===== config.mk =====
export PLATFORM = sky130hd
export DESIGN_NAME = clk_div_n
export DESIGN_NICKNAME = d
export VERILOG_FILES = /design/src/rtl/clk_div_n.sv
export SDC_FILE = /design/constraint.sdc
export NUM_CORES = 1
export LEC_CHECK = 0
export CAP_MARGIN = 30
export CORE_MARGIN = 2
export CORE_UTILIZATION = 53
export DETAILED_ROUTE_END_ITERATION = 8
export GPL_TIMING_DRIVEN = 0
export PLACE_DENSITY_LB_ADDON = 0.3
export SLEW_MARGIN = 20
export SYNTH_ARGS = -nofsm -noshare
export SYNTH_HDL_FRONTEND = slang
export SYNTH_SLANG_ARGS = --single-unit

===== constraint.sdc =====
create_clock -name clk_in -period 2.9 [get_ports clk_in]
set_input_delay 0.87 -clock clk_in [delete_from_list [all_inputs] [get_ports clk_in]]
set_output_delay 0.87 -clock clk_in [all_outputs]
set_load 0.02 [all_outputs]

===== src/rtl/clk_div_n.sv =====
// clk_div_n: programmable integer clock divider, divisor 2..2^WIDTH-1.
// Counter cnt runs 0..N-1 on clk_in posedge; pos_hi is high for the first
// floor(N/2) counts of each period and drives clk_out for even N.
// Optional feature macro CLK_DIV_ODD_DUTY_EN: adds one negedge flop so that
// odd divisors also produce an exact 50% duty cycle. Without it, odd N gives
// high floor(N/2) cycles, low ceil(N/2) cycles.
//
// Divisor load protocol: div_load is a single-cycle request qualified only by
// div_in. A value >= 2 is accepted into the pending register (div_pend rises
// next cycle, a later accepted load overwrites it); a value < 2 is rejected
// with a one-cycle div_err pulse and leaves the pending state untouched.
// A pending value is adopted only at a period boundary while running, so
// there is never a truncated or stretched period.
module clk_div_n #(
  parameter int WIDTH       = 8,
  parameter int DEFAULT_DIV = 3
) (
  input  logic             clk_in,
  input  logic             reset,
  input  logic             en,
  input  logic [WIDTH-1:0] div_in,
  input  logic             div_load,
  output logic             clk_out,
  output logic             tick,
  output logic [WIDTH-1:0] cur_div,
  output logic             div_pend,
  output logic             div_err
);

  localparam logic [WIDTH-1:0] DEF_DIV = WIDTH'(DEFAULT_DIV);
  localparam logic [WIDTH-1:0] DEF_CNT = WIDTH'(DEFAULT_DIV - 1);

  logic [WIDTH-1:0] cnt_q, cnt_d;
  logic             pos_hi_q, pos_hi_d;
  logic             tick_q, tick_d;
  logic [WIDTH-1:0] cur_div_q, cur_div_d;
  logic [WIDTH-1:0] pend_val_q, pend_val_d;
  logic             div_pend_q, div_pend_d;
  logic             div_err_q, div_err_d;

  logic [WIDTH-1:0] cnt_inc;
  logic [WIDTH-1:0] last_cnt;
  logic [WIDTH-1:0] half_div;
  logic             boundary;
  logic             load_ok;
  logic             load_bad;

  assign cnt_inc  = cnt_q + WIDTH'(1);
  assign last_cnt = cur_div_q - WIDTH'(1);
  assign half_div = cur_div_q >> 1;
  assign boundary = (cnt_q == last_cnt);
  assign load_ok  = div_load && (div_in > WIDTH'(1));
  assign load_bad = div_load && (div_in <= WIDTH'(1));

  // Next-state: period counter, high-phase flag, boundary handling, divisor load.
  always_comb begin
    cnt_d      = cnt_q;
    pos_hi_d   = pos_hi_q;
    tick_d     = 1'b0;
    cur_div_d  = cur_div_q;
    pend_val_d = pend_val_q;
    div_pend_d = div_pend_q;
    div_err_d  = load_bad;

    if (boundary) begin
      if (en) begin
        // New period starts; cnt = 0 is always inside the high phase (N >= 2).
        cnt_d    = '0;
        pos_hi_d = 1'b1;
        tick_d   = 1'b1;
        if (div_pend_q) begin
          cur_div_d  = pend_val_q;
          div_pend_d = 1'b0;
        end
      end else begin
        // Stopped: park at the last count so every posedge stays a boundary.
        cnt_d    = cnt_q;
        pos_hi_d = 1'b0;
      end
    end else begin
      cnt_d    = cnt_inc;
      pos_hi_d = (cnt_inc < half_div);
    end

    // A load sampled on a boundary becomes pending for the following boundary,
    // because the adoption above used the value that was already pending.
    if (load_ok) begin
      pend_val_d = div_in;
      div_pend_d = 1'b1;
    end
  end

  // Posedge state registers; reset is a valid stopped state.
  always_ff @(posedge clk_in or negedge reset) begin
    if (!reset) begin
      cnt_q      <= DEF_CNT;
      pos_hi_q   <= 1'b0;
      tick_q     <= 1'b0;
      cur_div_q  <= DEF_DIV;
      pend_val_q <= DEF_DIV;
      div_pend_q <= 1'b0;
      div_err_q  <= 1'b0;
    end else begin
      cnt_q      <= cnt_d;
      pos_hi_q   <= pos_hi_d;
      tick_q     <= tick_d;
      cur_div_q  <= cur_div_d;
      pend_val_q <= pend_val_d;
      div_pend_q <= div_pend_d;
      div_err_q  <= div_err_d;
    end
  end

`ifdef CLK_DIV_ODD_DUTY_EN
  logic neg_q, neg_d;

  assign neg_d = pos_hi_q;

  // Negedge copy of pos_hi extends the odd-N high phase by half a cycle.
  always_ff @(negedge clk_in or negedge reset) begin
    if (!reset) begin
      neg_q <= 1'b0;
    end else begin
      neg_q <= neg_d;
    end
  end

  // At every divisor switch pos_hi and neg_q are both low, so the mux is clean.
  assign clk_out = cur_div_q[0] ? (pos_hi_q | neg_q) : pos_hi_q;
`else
  assign clk_out = pos_hi_q;
`endif

  assign tick     = tick_q;
  assign cur_div  = cur_div_q;
  assign div_pend = div_pend_q;
  assign div_err  = div_err_q;

endmodule


Word level (Yosys, flattened, before mapping)
Cells that the tools add are included.
{"block": "totals", "memories": 0, "word_cells": 28, "mem_bits_rw": 0, "latchBits": 0, "ff_bits": 28, "romBits": 0}
{"block": "classes", "n_eq_ne": 2, "bitwise": 0, "multipliers": 0, "n_shift": 0, "addsub": 2, "muxes": 8, "div_mod_pow": 0, "n_reduce_logical": 6, "order_cmp": 3}
{"op": "two-way mux 8 bit", "n": 2}
{"op": "adder 8 x 1 -> 8 bit (second input constant)", "n": 1}
{"op": "equality test 8 bit", "n": 1}
{"op": "greater-than comparator 8 x 1 -> 1 bit (second input constant)", "n": 1}
{"op": "<= comparator 8 x 1 -> 1 bit (second input constant)", "n": 1}
{"op": "< comparator 8 x 7 -> 1 bit", "n": 1}
{"op": "subtractor 8 x 1 -> 8 bit (second input constant)", "n": 1}
{"op": "two-way mux 1 bit", "n": 6}
{"op": "nonzero test 2 bit", "n": 2}
{"op": "AND reduction 3 bit", "n": 1}
{"op": "logical AND 1 bit", "n": 2}
{"op": "inequality test 2 bit (second input constant)", "n": 1}
{"op": "AND reduction 2 bit", "n": 1}

Depth between registers and ports, before layout
{"block": "logic_depth", "depth_word": 4, "mapped_depth": 11, "depth_no_buf": 9}

Worst setup path after synthesis
No wires, ideal clock.
{"block": "synth_timing", "path_type": "register -> register", "startpoint": "register cur_div_q[0] (netlist: cur_div[0])", "endpoint": "register cur_div_q[2] (netlist: cur_div[2])", "setup_time_ns": 0.125, "path_stages_with_launch": 11, "setup_slack_ns": 0.178, "arrival_ns": 2.597, "synth_period_minus_slack_ns": 2.722, "cell_sequence": "dfstp_2 -> clkbuf_1 -> inv_1 -> ha_1 -> clkbuf_1 -> o21ba_2 -> a221oi_1 -> a41oi_1 -> a211oi_4 -> nand3_4 -> mux2_2"}
{"block": "synth_between", "elab_chain_cells": 3}
{"element": "start: declaration", "line": "36", "source": "logic [WIDTH-1:0] cur_div_q, cur_div_d;"}
{"element": "start signal: assignment", "line": "107", "source": "cur_div_q <= cur_div_d;"}
{"element": "subtractor 8 x 1 -> 8 bit", "line": "49", "source": "assign last_cnt = cur_div_q - WIDTH'(1);"}
{"element": "equality test 8 bit", "line": "51", "source": "assign boundary = (cnt_q == last_cnt);"}
{"element": "AND reduction 3 bit (no line)"}
Every way passes these cells.
A chain may end at the register's enable or synchronous reset.

Worst setup path in the final report
{"block": "layout_timing", "startpoint": "register cur_div_q[0] (netlist: cur_div[0])", "endpoint": "register cur_div_q[3] (netlist: cur_div[3])"}
The elaborated chain is that of the path after synthesis.

==> run summary <==
Status = complete, no violations
Root Buffer = clkbuf_4
Fraction of layout cells with a size suffix above 1 = 16.1%
Ys Warns = 0
Avg Vias per Cell = 5.72
Synth top cells by count = nand2_1, dfrtp_1, inv_1, mux2_2, nand2b_1
Total core area = 2980 um^2
Final instance area = 1940 um^2
Post-synthesis mux area share = 6.23%
Pwr Total = 610 uW
Worst slack at placement = -0.118 ns
Switching pwr = 135 uW
Post-synth top area share = 35.4%
CP Cell Sequence = inv_1, ha_1, clkbuf_1, o21ba_2, a221oi_1, a41oi_1, a211oi_4, nand3_4, mux2_2
Maximum number of pins on one net before global-route repair = 29
Async S/R FF share, synth = 100%
CTS tree = done
Area grow syn2layout = 19.4%
Actual slew at the worst max-slew pin = 0.611 ns
Diodes inserted = 0
Syn Inst Count = 169
Final nets = 220
Hpwl dp = 2.48 mm
Compound-gate portion of the synthesized area = 12.8%
H-tree levels = 1
Resized cells post-CTS = 0
Main combinational cell family by area after synthesis = simple AND/OR/NAND/NOR gates
Fin. Hold Viols = 0
Number of synthesized register bits = 28
Crit Path Class = reg2reg
Max Transition Viols Final = 0
Count leader, synth = nand2_1
IO Port Bufs = 22
Reg power frac = 66.8%
Post-Route WL = 3.40 mm
Power share of the clock group = 26.7%
Post-synthesis simple-gate area fraction = 20.6%
First-pass GRT wire length = 5.64 mm
Hold slack = 0.469 ns
Worst min path class = reg2reg
Full die area = 3530 um^2
WL/cell = 14.7 um
Reg clk slew, reported paths = 0.13 ns
Slowest stage delay, CP = 0.59 ns
Crit start category = flip-flop
Vias = 1,327
Fmax = 371 MHz
Lkg Pwr = 0.883 nW
Worst setup EP type = flip-flop
CP Data Required Time = 3.12 ns
Reg2reg setup slack = 0.21 ns
Switching Fraction = 22.1%
RSZ-0062 raised after global routing = no
Longest Clk Path Bufs = 2
Register area = 707 um^2
I/O pins = 24
Final period utilization = 92.8%
Cts bufs inserted = 3
Antenna viol nets, final = 0
Total Routing Usage GR = 21.2%
Area of the multi-input gates = 850 um^2
CP max stage cell = dfstp_2
Max_slew headroom = 59.2%
Post-Synth Adder-Cell Area = 6.15%
Synth area leaders = dfrtp_1, dfstp_2, mux2_2
Clk_skew = 0.0124 ns
PD cells = 314 nW/um^2
Top FF cell, synth = dfrtp_1
Mean area per synthesized cell = 9.63 um^2
Sequential-to-total area share from yosys stat = 43.4%
CTS Hold Bufs = 0
Initial antenna violation count = 0
Max Fanout on Critical Path = 8
Post-synth EDFFs = 0
Synth area leader = dfrtp_1
Starting Density = 54.7%
Final WS setup = 0.208 ns
Combinational share of power = 6.5%
Setup total negative slack = 0 ns
Final min period = 2.69 ns
Post-route DRC = 0
Pint = 475 uW
GP Congestion = 0.863
Post-Synth XOR/XNOR Area = 6.46%
Vias in the first global route = 1,275
Gr ovfl total = 0
Clock sinks = 28
DIE HEIGHT = 59.4 um
FP Rows = 20
Clock latency at the later pin of the worst-skew pair = 0.33 ns
Die width = 59.4 um
Max Cap Violations = 0
Worst VDD drop = 242 uV
Syn Nets = 189
Cell Area, Synth = 1630 um^2
1st-iter DRT viols = 54
Setup violators final = 0
Post-DP Area = 1880 um^2
Netlist cell types = 35
DRT Pass-1 Iters = 4
WP data arrival = 2.91 ns
Filler Cells Inserted = 239
## metal layers
layer  global-route usage, %  share of wire, %  up-vias
li1                        -                 -      640
met1                    28.2                45      658
met2                    36.3                50       24
met3                    1.31               3.1        5
met4                    7.79               1.6        0
met5                       0                 0        -
## final timing paths
path / cells after the start / start / end
worst max-delay path: 9 / cur_div[0] / cur_div[3]
worst min-delay path: 2 / pend_val_q[1] / pend_val_q[1]
worst max register to register: 9 / cur_div[0] / cur_div[3]
worst min register to register: 2 / pend_val_q[1] / pend_val_q[1]
max in group asynchronous: 1 / reset / div_err
min in group asynchronous: 1 / reset / cnt_q[0]
## worst max-delay path, delay by kind of cell (launching register included)
family / cells / cell delay [ns]
compound gates: 4 / 1.07
simple gates: 1 / 0.18
mux: 1 / 0.32
fa+ha+maj: 1 / 0.18
buf+inv: 2 / 0.24
flops: 1 / 0.59
## repair_timing
| item | in CTS | in global routing |
|---|---|---|
| cloned | 0 | 0 |
| buffers inserted | 1 | 4 |
| endpoints found under the setup margin | 16 | 1 |
| pin swaps | 1 | 1 |
## power groups by stage
stage	sequential, mW	clock, mW	combinational (mW)
6_report	0.408	0.163	0.0397
3_3_place_gp	0.415	0	0.0394
3_5_place_dp	0.415	0	0.0404
4_1_cts	0.408	0.170	0.0407
5_1_grt	0.410	0.184	0.0459
2_1_floorplan	0.414	0	0.0142
## through the flow
| stage | cells | util, % |
|---|---|---|
| global placement | 224 | 63.4 |
| finish | 232 | 65.3 |
| global route | 232 | 65.3 |
| detailed placement | 224 | 63.3 |
| floorplan | 169 | - |
| CTS | 228 | 64.3 |
## area by class of cell
class                      count  area share, %
inverter                      10           1.93
clock buffer                   4           1.35
buffer                         7           1.54
timing repair buffer          27           13.0
tap                           33           2.12
sequential                    28           36.4
multi-input combinational    123           43.7
## registers in the layout, summed over array words and instances (netlist names)
name / count
clk_out: 1
cnt_q: 8
cur_div: 8
div_err: 1
div_pend: 1
pend_val_q: 8
tick: 1
## logic make-up (layout without fill, tap and decap cells)
| kind of cell | count (synthesis) | after routing |
|---|---|---|
| compound gates | 28 | 28 |
| xor+xnor | 12 | 12 |
| fa+ha+maj | 8 | 8 |
| buf+inv | 18 | 48 |
| flops | 28 | 28 |
| mux | 9 | 9 |
| simple gates | 66 | 66 |
## cell usage in the layout, fill, tap and decap left out, types with 5 or more instances in the layout
cell             instances
dfrtp_1                 23
o21ai_0                  5
mux2_2                   9
clkdlybuf4s50_1         21
inv_1                   10
a21oi_1                  6
dfstp_2                  5
buf_4                    5
ha_1                     8
nor2_1                   8
clkbuf_1                 5
a21o_1                   7
xnor2_1                  6
nand2_1                 26
xor2_1                   6
nand2b_1                 9
Note: power is estimated with default switching activity, not from simulation.
